===== src/rtl/mem_bus_initiator_if.sv =====
// mem_bus_initiator_if: bundle of the core-side request/response handshakes and
// the memory-side port driven by the initiator.
//
// Handshake semantics (both request and response channels): a transfer happens
// at a rising clk edge where valid & ready are both high. The source holds valid
// and its payload stable until that edge; ready may change freely.
//
// Modports:
//   master - the initiator (drives req_ready, resp_*, mem_* outputs)
//   slave  - the environment (core + memory) facing the initiator
interface mem_bus_initiator_if #(
  parameter int ADDR_W    = 16,
  parameter int DATA_W    = 16,
  parameter int MAX_BEATS = 4
);
  localparam int CNT_W = (MAX_BEATS > 1) ? $clog2(MAX_BEATS) : 1;

  // core request channel
  logic                        req_valid;
  logic                        req_ready;
  logic [ADDR_W-1:0]           req_addr;
  logic                        req_we;
  logic                        req_acc_sz;
  logic [CNT_W-1:0]            req_burst_len;
  logic [DATA_W-1:0]           req_write_data;
  // core response channel
  logic                        resp_valid;
  logic                        resp_ready;
  logic [MAX_BEATS*DATA_W-1:0] resp_data;
  // memory port
  logic [ADDR_W-1:0]           mem_addr_out;
  logic [DATA_W-1:0]           mem_write_data_out;
  logic                        mem_data_acc_sz;
  logic                        mem_write_data_we;
  logic [DATA_W-1:0]           mem_read_data_in;

  modport master (
    input  req_valid, req_addr, req_we, req_acc_sz, req_burst_len, req_write_data,
    output req_ready,
    output resp_valid, resp_data,
    input  resp_ready,
    output mem_addr_out, mem_write_data_out, mem_data_acc_sz, mem_write_data_we,
    input  mem_read_data_in
  );

  modport slave (
    output req_valid, req_addr, req_we, req_acc_sz, req_burst_len, req_write_data,
    input  req_ready,
    input  resp_valid, resp_data,
    output resp_ready,
    input  mem_addr_out, mem_write_data_out, mem_data_acc_sz, mem_write_data_we,
    output mem_read_data_in
  );
endinterface


===== src/rtl/mem_bus_initiator.sv =====
// mem_bus_initiator: bus-master end of the synchronous test-memory port.
// Accepts core requests, runs 1..MAX_BEATS beat read bursts or single-beat
// writes, overlaps address issue with the memory's one-cycle registered read
// latency, and returns the packed read data on a response handshake.
//
// Ports:
//   clk        - single clock shared with the memory responder
//   reset      - asynchronous, active-high
//   bus        - mem_bus_initiator_if.master (request, response, memory port)
//   dbg_state  - current FSM state, for observation only
module mem_bus_initiator #(
  parameter int ADDR_W    = 16,
  parameter int DATA_W    = 16,
  parameter int MAX_BEATS = 4
) (
  input  logic                 clk,
  input  logic                 reset,
  mem_bus_initiator_if.master  bus,
  output logic [2:0]           dbg_state
);
  localparam int CNT_W = (MAX_BEATS > 1) ? $clog2(MAX_BEATS) : 1;
  localparam int RD_W  = MAX_BEATS * DATA_W;

  typedef enum logic [2:0] {
    IDLE     = 3'd0,
    RD_ISSUE = 3'd1,
    RD_DRAIN = 3'd2,
    WR       = 3'd3,
    RESP     = 3'd4
  } state_t;

  state_t              state_q,      state_d;
  logic [ADDR_W-1:0]   mem_addr_q,   mem_addr_d;
  logic [DATA_W-1:0]   mem_wdata_q,  mem_wdata_d;
  logic                mem_acc_q,    mem_acc_d;
  logic                mem_we_q,     mem_we_d;
  logic                resp_valid_q, resp_valid_d;
  logic [RD_W-1:0]     resp_data_q,  resp_data_d;
  logic [CNT_W-1:0]    len_m1_q,     len_m1_d;
  logic [CNT_W-1:0]    issue_cnt_q,  issue_cnt_d;
  logic [CNT_W-1:0]    capt_cnt_q,   capt_cnt_d;

  logic [DATA_W-1:0]   capt_word;
  logic [ADDR_W-1:0]   stride;

  always_comb begin
    state_d      = state_q;
    mem_addr_d   = mem_addr_q;
    mem_wdata_d  = mem_wdata_q;
    mem_acc_d    = mem_acc_q;
    mem_we_d     = 1'b0;
    resp_valid_d = resp_valid_q;
    resp_data_d  = resp_data_q;
    len_m1_d     = len_m1_q;
    issue_cnt_d  = issue_cnt_q;
    capt_cnt_d   = capt_cnt_q;

    // Byte reads only keep the byte lane; the upper bits are zero-filled.
    capt_word = mem_acc_q ? bus.mem_read_data_in
                          : {{(DATA_W-8){1'b0}}, bus.mem_read_data_in[7:0]};
    stride    = mem_acc_q ? ADDR_W'(2) : ADDR_W'(1);

    case (state_q)
      IDLE: begin
        if (bus.req_valid) begin
          mem_addr_d  = bus.req_addr;
          mem_wdata_d = bus.req_write_data;
          mem_acc_d   = bus.req_acc_sz;
          if (bus.req_we) begin
            mem_we_d = 1'b1;
            state_d  = WR;
          end else begin
            len_m1_d    = bus.req_burst_len;
            issue_cnt_d = '0;
            capt_cnt_d  = '0;
            resp_data_d = '0;
            state_d     = RD_ISSUE;
          end
        end
      end
      RD_ISSUE: begin
        // issue_cnt is still 0 on the first edge in this state, when the
        // first address has not yet been sampled by the memory.
        if (issue_cnt_q != '0) begin
          resp_data_d[int'(capt_cnt_q)*DATA_W +: DATA_W] = capt_word;
          capt_cnt_d = capt_cnt_q + CNT_W'(1);
        end
        if (issue_cnt_q < len_m1_q) begin
          mem_addr_d  = mem_addr_q + stride;
          issue_cnt_d = issue_cnt_q + CNT_W'(1);
        end else begin
          state_d = RD_DRAIN;
        end
      end
      RD_DRAIN: begin
        // Data for the last address arrives one cycle after it was presented.
        resp_data_d[int'(capt_cnt_q)*DATA_W +: DATA_W] = capt_word;
        capt_cnt_d   = capt_cnt_q + CNT_W'(1);
        resp_valid_d = 1'b1;
        state_d      = RESP;
      end
      WR: begin
        resp_valid_d = 1'b1;
        resp_data_d  = '0;
        state_d      = RESP;
      end
      RESP: begin
        if (resp_valid_q && bus.resp_ready) begin
          resp_valid_d = 1'b0;
          state_d      = IDLE;
        end
      end
      default: state_d = IDLE;
    endcase
  end

  always_ff @(posedge clk or posedge reset) begin
    if (reset) begin
      state_q      <= IDLE;
      mem_addr_q   <= '0;
      mem_wdata_q  <= '0;
      mem_acc_q    <= 1'b0;
      mem_we_q     <= 1'b0;
      resp_valid_q <= 1'b0;
      resp_data_q  <= '0;
      len_m1_q     <= '0;
      issue_cnt_q  <= '0;
      capt_cnt_q   <= '0;
    end else begin
      state_q      <= state_d;
      mem_addr_q   <= mem_addr_d;
      mem_wdata_q  <= mem_wdata_d;
      mem_acc_q    <= mem_acc_d;
      mem_we_q     <= mem_we_d;
      resp_valid_q <= resp_valid_d;
      resp_data_q  <= resp_data_d;
      len_m1_q     <= len_m1_d;
      issue_cnt_q  <= issue_cnt_d;
      capt_cnt_q   <= capt_cnt_d;
    end
  end

  assign bus.req_ready          = (state_q == IDLE);
  assign bus.resp_valid         = resp_valid_q;
  assign bus.resp_data          = resp_data_q;
  assign bus.mem_addr_out       = mem_addr_q;
  assign bus.mem_write_data_out = mem_wdata_q;
  assign bus.mem_data_acc_sz    = mem_acc_q;
  assign bus.mem_write_data_we  = mem_we_q;
  assign dbg_state              = state_q;
endmodule


===== src/flat_wrapper.sv =====
// flat-port wrapper written by rule: the top's interface ports become plain ports
module mem_bus_initiator_flat 
#(
  parameter int ADDR_W    = 16,
  parameter int DATA_W    = 16,
  parameter int MAX_BEATS = 4
)
  (clk, reset, dbg_state, bus_req_valid, bus_req_addr, bus_req_we, bus_req_acc_sz, bus_req_burst_len, bus_req_write_data, bus_req_ready, bus_resp_valid, bus_resp_data, bus_resp_ready, bus_mem_addr_out, bus_mem_write_data_out, bus_mem_data_acc_sz, bus_mem_write_data_we, bus_mem_read_data_in);
  mem_bus_initiator_if #(.ADDR_W(ADDR_W), .DATA_W(DATA_W), .MAX_BEATS(MAX_BEATS)) bus_i ();
  input  logic clk;
  input  logic reset;
  output logic [2:0] dbg_state;
  input wire logic [$bits(bus_i.req_valid)-1:0] bus_req_valid;
  input wire logic [$bits(bus_i.req_addr)-1:0] bus_req_addr;
  input wire logic [$bits(bus_i.req_we)-1:0] bus_req_we;
  input wire logic [$bits(bus_i.req_acc_sz)-1:0] bus_req_acc_sz;
  input wire logic [$bits(bus_i.req_burst_len)-1:0] bus_req_burst_len;
  input wire logic [$bits(bus_i.req_write_data)-1:0] bus_req_write_data;
  output wire logic [$bits(bus_i.req_ready)-1:0] bus_req_ready;
  output wire logic [$bits(bus_i.resp_valid)-1:0] bus_resp_valid;
  output wire logic [$bits(bus_i.resp_data)-1:0] bus_resp_data;
  input wire logic [$bits(bus_i.resp_ready)-1:0] bus_resp_ready;
  output wire logic [$bits(bus_i.mem_addr_out)-1:0] bus_mem_addr_out;
  output wire logic [$bits(bus_i.mem_write_data_out)-1:0] bus_mem_write_data_out;
  output wire logic [$bits(bus_i.mem_data_acc_sz)-1:0] bus_mem_data_acc_sz;
  output wire logic [$bits(bus_i.mem_write_data_we)-1:0] bus_mem_write_data_we;
  input wire logic [$bits(bus_i.mem_read_data_in)-1:0] bus_mem_read_data_in;
  assign bus_i.req_valid = bus_req_valid;
  assign bus_i.req_addr = bus_req_addr;
  assign bus_i.req_we = bus_req_we;
  assign bus_i.req_acc_sz = bus_req_acc_sz;
  assign bus_i.req_burst_len = bus_req_burst_len;
  assign bus_i.req_write_data = bus_req_write_data;
  assign bus_req_ready = bus_i.req_ready;
  assign bus_resp_valid = bus_i.resp_valid;
  assign bus_resp_data = bus_i.resp_data;
  assign bus_i.resp_ready = bus_resp_ready;
  assign bus_mem_addr_out = bus_i.mem_addr_out;
  assign bus_mem_write_data_out = bus_i.mem_write_data_out;
  assign bus_mem_data_acc_sz = bus_i.mem_data_acc_sz;
  assign bus_mem_write_data_we = bus_i.mem_write_data_we;
  assign bus_i.mem_read_data_in = bus_mem_read_data_in;
  mem_bus_initiator #(.ADDR_W(ADDR_W), .DATA_W(DATA_W), .MAX_BEATS(MAX_BEATS)) u_core (.clk(clk), .reset(reset), .bus(bus_i), .dbg_state(dbg_state));
endmodule

===== config.mk =====
export PLATFORM = sky130hd
export DESIGN_NAME = mem_bus_initiator_flat
export DESIGN_NICKNAME = d
export VERILOG_FILES = /design/src/rtl/mem_bus_initiator_if.sv /design/src/rtl/mem_bus_initiator.sv /design/src/flat_wrapper.sv
export SDC_FILE = /design/constraint.sdc
export NUM_CORES = 1
export LEC_CHECK = 0
export CORE_MARGIN = 2
export CORE_UTILIZATION = 46
export CTS_CLUSTER_DIAMETER = 50
export DETAILED_ROUTE_END_ITERATION = 16
export PLACE_DENSITY_LB_ADDON = 0.3
export SETUP_SLACK_MARGIN = 0.1
export SLEW_MARGIN = 40
export SYNTH_ARGS = -nofsm -noshare
export SYNTH_HDL_FRONTEND = slang
export SYNTH_SLANG_ARGS = --single-unit

===== constraint.sdc =====
create_clock -name clk -period 4.95 [get_ports clk]
set_input_delay 0.99 -clock clk [delete_from_list [all_inputs] [get_ports clk]]
set_output_delay 0.99 -clock clk [all_outputs]
set_load 0.005 [all_outputs]

==> qor.txt <==
Status: completed
HP Class: flip-flop to flip-flop
Hpwl dp: 9.30 mm
CTS buffer count: 9
H-Tree Depth: 3
Final hold vios: 0
Comb pwr share: 0.445
Largest net degree at the start of global routing: 91
PortBufs: 158
Top_reg_cell synth: dfrtp_1
CP Data Arrival Time: 1.99 ns
Clk pwr share: 0.157
Worst Setup End Kind: primary output
Post-synth EDFFs: 0
Chip height: 107 um
Global-route wire length before repair: 20.8 mm
Gpl congestion: 0.858
Via count: 4158
Share of cells above drive strength 1: 0.0748
Die X: 107 um
Peak Freq: 335 MHz
Pleak: 2.92 nW
Final worst-path cycle share: 0.603
Synth cell types: 50
Net count, final: 636
Site Rows: 37
FFs w/ async S/R, synth: 1.00
Total global routing overflow: 0
Layout Skew: 0.0209 ns
Mapped Cells: 427
Largest family of logic cells by synthesized area: compound AO/OA/AOI/OAI gates
Setup_tns: 0 ns
Detailed Route WL: 13.1 mm
Synth Area in Adders: 0.0272
Root Driver: clkbuf_8
Initial drt markers: 269
Die area: 11400 sq um
CP Launch Type: flip-flop
Antenna cells: 0
Clk sinks: 108
Post-synthesis mux area share: 0.0136
P_sw: 1.39 mW
Crit path max fanout: 15
FILL cells: 847
Clock latency at the later pin of the worst-skew pair: 0.38 ns
Final Core Density: 0.655
Syn_nets: 493
Worst Path Class, Setup: flip-flop to primary output
Switching share of power: 0.406
Post-CTS Setup Bufs: 0
Register clock-pin slew on the reported worst setup and hold paths: 0.11 ns
Register area: 2700 sq um
Synth Area in Compound Gates: 0.231
Yosys warns: 0
Initial Util: 0.474
Internal power: 2.03 mW
Core area: 10300 sq um
Sequential fraction of the synthesis area: 0.555
DR WL/cell: 18.4 um
Worst slew margin: 0.483
ANT nets after route: 0
Min cycle time layout: 2.98 ns
Post-CTS sizing: 0
Netlist Area Pre-Place: 4870 sq um
Final Cell Area: 6730 sq um
CTS Hold Bufs: 0
RSZ-0062 raised after global routing: no
Drt pass-1 iters: 4
Residual DRC: 0
Synth-to-layout area growth: 38.3%
Worst slew pin tran: 0.775 ns
I/O pins: 159
Clock Path Buffers: 2
Final setup viols: 0
CTS tree: done
Placed cell area: 6510 sq um
Vias per cell: 5.85
Maxcap violations: 0
Critical Path RT: 3.96 ns
Avg Cell Area, Syn: 11.4 sq um
Synth Area in Simple Gates: 0.126
Initial antenna violation count: 0
Synth Register Bits: 108
Xor/xnor cell area share of the yosys netlist: 0
Vias in the first global route: 4039
GRT Util Overall: 0.231
Sequential share of power: 0.398
Worst vdd ir: 0.234 mV
Cell Pwr Density: 508 nW/um^2
Area of the multi-input gates: 1960 sq um
Max-slew violations: 0
[stage by stage]
step	power (mW)	hold WS, ns	cells	setup WS (ns)
after floorplan	2.20	0.470	427	1.11
after global placement	2.82	0.457	692	1.82
after detailed placement	2.89	0.461	694	1.72
after CTS	3.43	0.490	710	1.92
after global routing	3.66	0.508	711	1.87
final	3.42	0.487	711	1.97
[layout by cell type, fill, tap and decap left out, types with 4 or more instances in the layout]
cell type	instances
a211oi_1	4
a21oi_1	12
a22o_1	33
a22oi_1	5
a31oi_1	4
a32o_1	32
a41oi_1	4
and3_1	7
and4_1	4
buf_4	4
clkbuf_8	9
clkdlybuf4s50_1	158
dfrtp_1	107
ha_1	9
inv_1	15
mux2_2	5
nand2_1	60
nand2b_1	6
nand3_1	7
nor2_1	17
nor3_1	5
o21ai_0	6
o22a_1	8
[path summary, 6_finish.rpt]
| check | startpoint | to | slack (ns) | depth (start not counted) |
|---|---|---|---|---|
| setup / recovery | u_core.dbg_state[2]$_DFFE_PP0P_ | bus_req_ready | 1.97 | 2 |
| max in group asynchronous | reset | u_core.bus.mem_addr_out[8]$_DFFE_PP0P_ | 3.13 | 3 |
| setup reg to reg | u_core.bus.mem_data_acc_sz$_DFFE_PP0P_ | u_core.bus.mem_addr_out[14]$_DFFE_PP0P_ | 2.13 | 8 |
| min in group asynchronous | reset | u_core.bus.mem_write_data_out[7]$_DFFE_PP0P_ | 1.09 | 2 |
| hold reg to reg | u_core.bus.mem_write_data_out[0]$_DFFE_PP0P_ | u_core.bus.mem_write_data_out[0]$_DFFE_PP0P_ | 0.49 | 2 |
| hold / removal | u_core.bus.mem_write_data_out[0]$_DFFE_PP0P_ | u_core.bus.mem_write_data_out[0]$_DFFE_PP0P_ | 0.49 | 2 |
[power by group through the flow]
stage | Clock (mW) | Sequential [mW] | Combinational (mW)
2_1_floorplan | 0 | 1.28 | 0.924
3_3_place_gp | 0 | 1.36 | 1.46
3_5_place_dp | 0 | 1.37 | 1.52
4_1_cts | 0.548 | 1.36 | 1.52
5_1_grt | 0.583 | 1.40 | 1.68
6_report | 0.538 | 1.36 | 1.52
[routing by layer]
metal | vias to the layer above | global-route usage | wire, um
met5 | - | 0 | 0
met4 | 0 | 0.0900 | 292
met3 | 25 | 0.0492 | 1070
met2 | 226 | 0.369 | 6140
met1 | 2021 | 0.310 | 5550
li1 | 1886 | - | -
[worst max-delay path: stages, from the launching register on]
cell             delay, ns
dfrtp_1               0.60
nor3_1                0.45
clkdlybuf4s50_1       0.58
[synth_stat cells (all sizes together) (2+ instances only)]
cell	n	area [sq um]
dfrtp	108	2700
nand2	61	229
a22o	33	289
a32o	32	320
nor2	17	63.8
buf	16	109
clkbuf	16	60.1
inv	16	60.1
a21oi	12	60.1
o21ai	10	65.1
ha	9	113
o22a	8	70.1
and3	7	43.8
nand3	7	35.0
nand2b	6	37.5
a22oi	5	37.5
a31oi	5	46.3
mux2	5	56.3
nor3	5	25.0
a211oi	4	30.0
a41oi	4	35.0
and4	4	35.0
a21o	3	22.5
nand4	3	18.8
o211ai	3	22.5
o22ai	3	18.8
or3b	3	26.3
a2bb2oi	2	17.5
a311oi	2	17.5
nor2b	2	12.5
nor4	2	42.5
o2bb2ai	2	17.5
[kinds of logic (layout without fill, tap and decap cells)]
| family | after synthesis | in the layout |
|---|---|---|
| mux | 6 | 6 |
| flops | 108 | 108 |
| simple gates | 122 | 122 |
| buf+inv | 48 | 196 |
| fa+ha+maj | 10 | 10 |
| compound gates | 133 | 133 |
[registers in the layout (all words and copies together), names as in the netlist]
name	cells
u_core.bus.resp_valid	1
u_core.bus.mem_write_data_we	1
u_core.bus.mem_data_acc_sz	1
u_core.bus.mem_write_data_out	16
u_core.bus.mem_addr_out	16
u_core.issue_cnt_q	2
u_core.bus.resp_data	64
u_core.dbg_state	3
u_core.len_m1_q	2
u_core.capt_cnt_q	2
[area by class of cell]
type | instances | share of cell area
clock inverter | 7 | 0.0119
multi-input combinational | 271 | 0.291
clock buffer | 9 | 0.0184
tap | 136 | 0.0253
sequential | 108 | 0.402
inverter | 16 | 0.0100
timing repair buffer | 164 | 0.242
No activity file was read; power rests on OpenSTA's default activity.
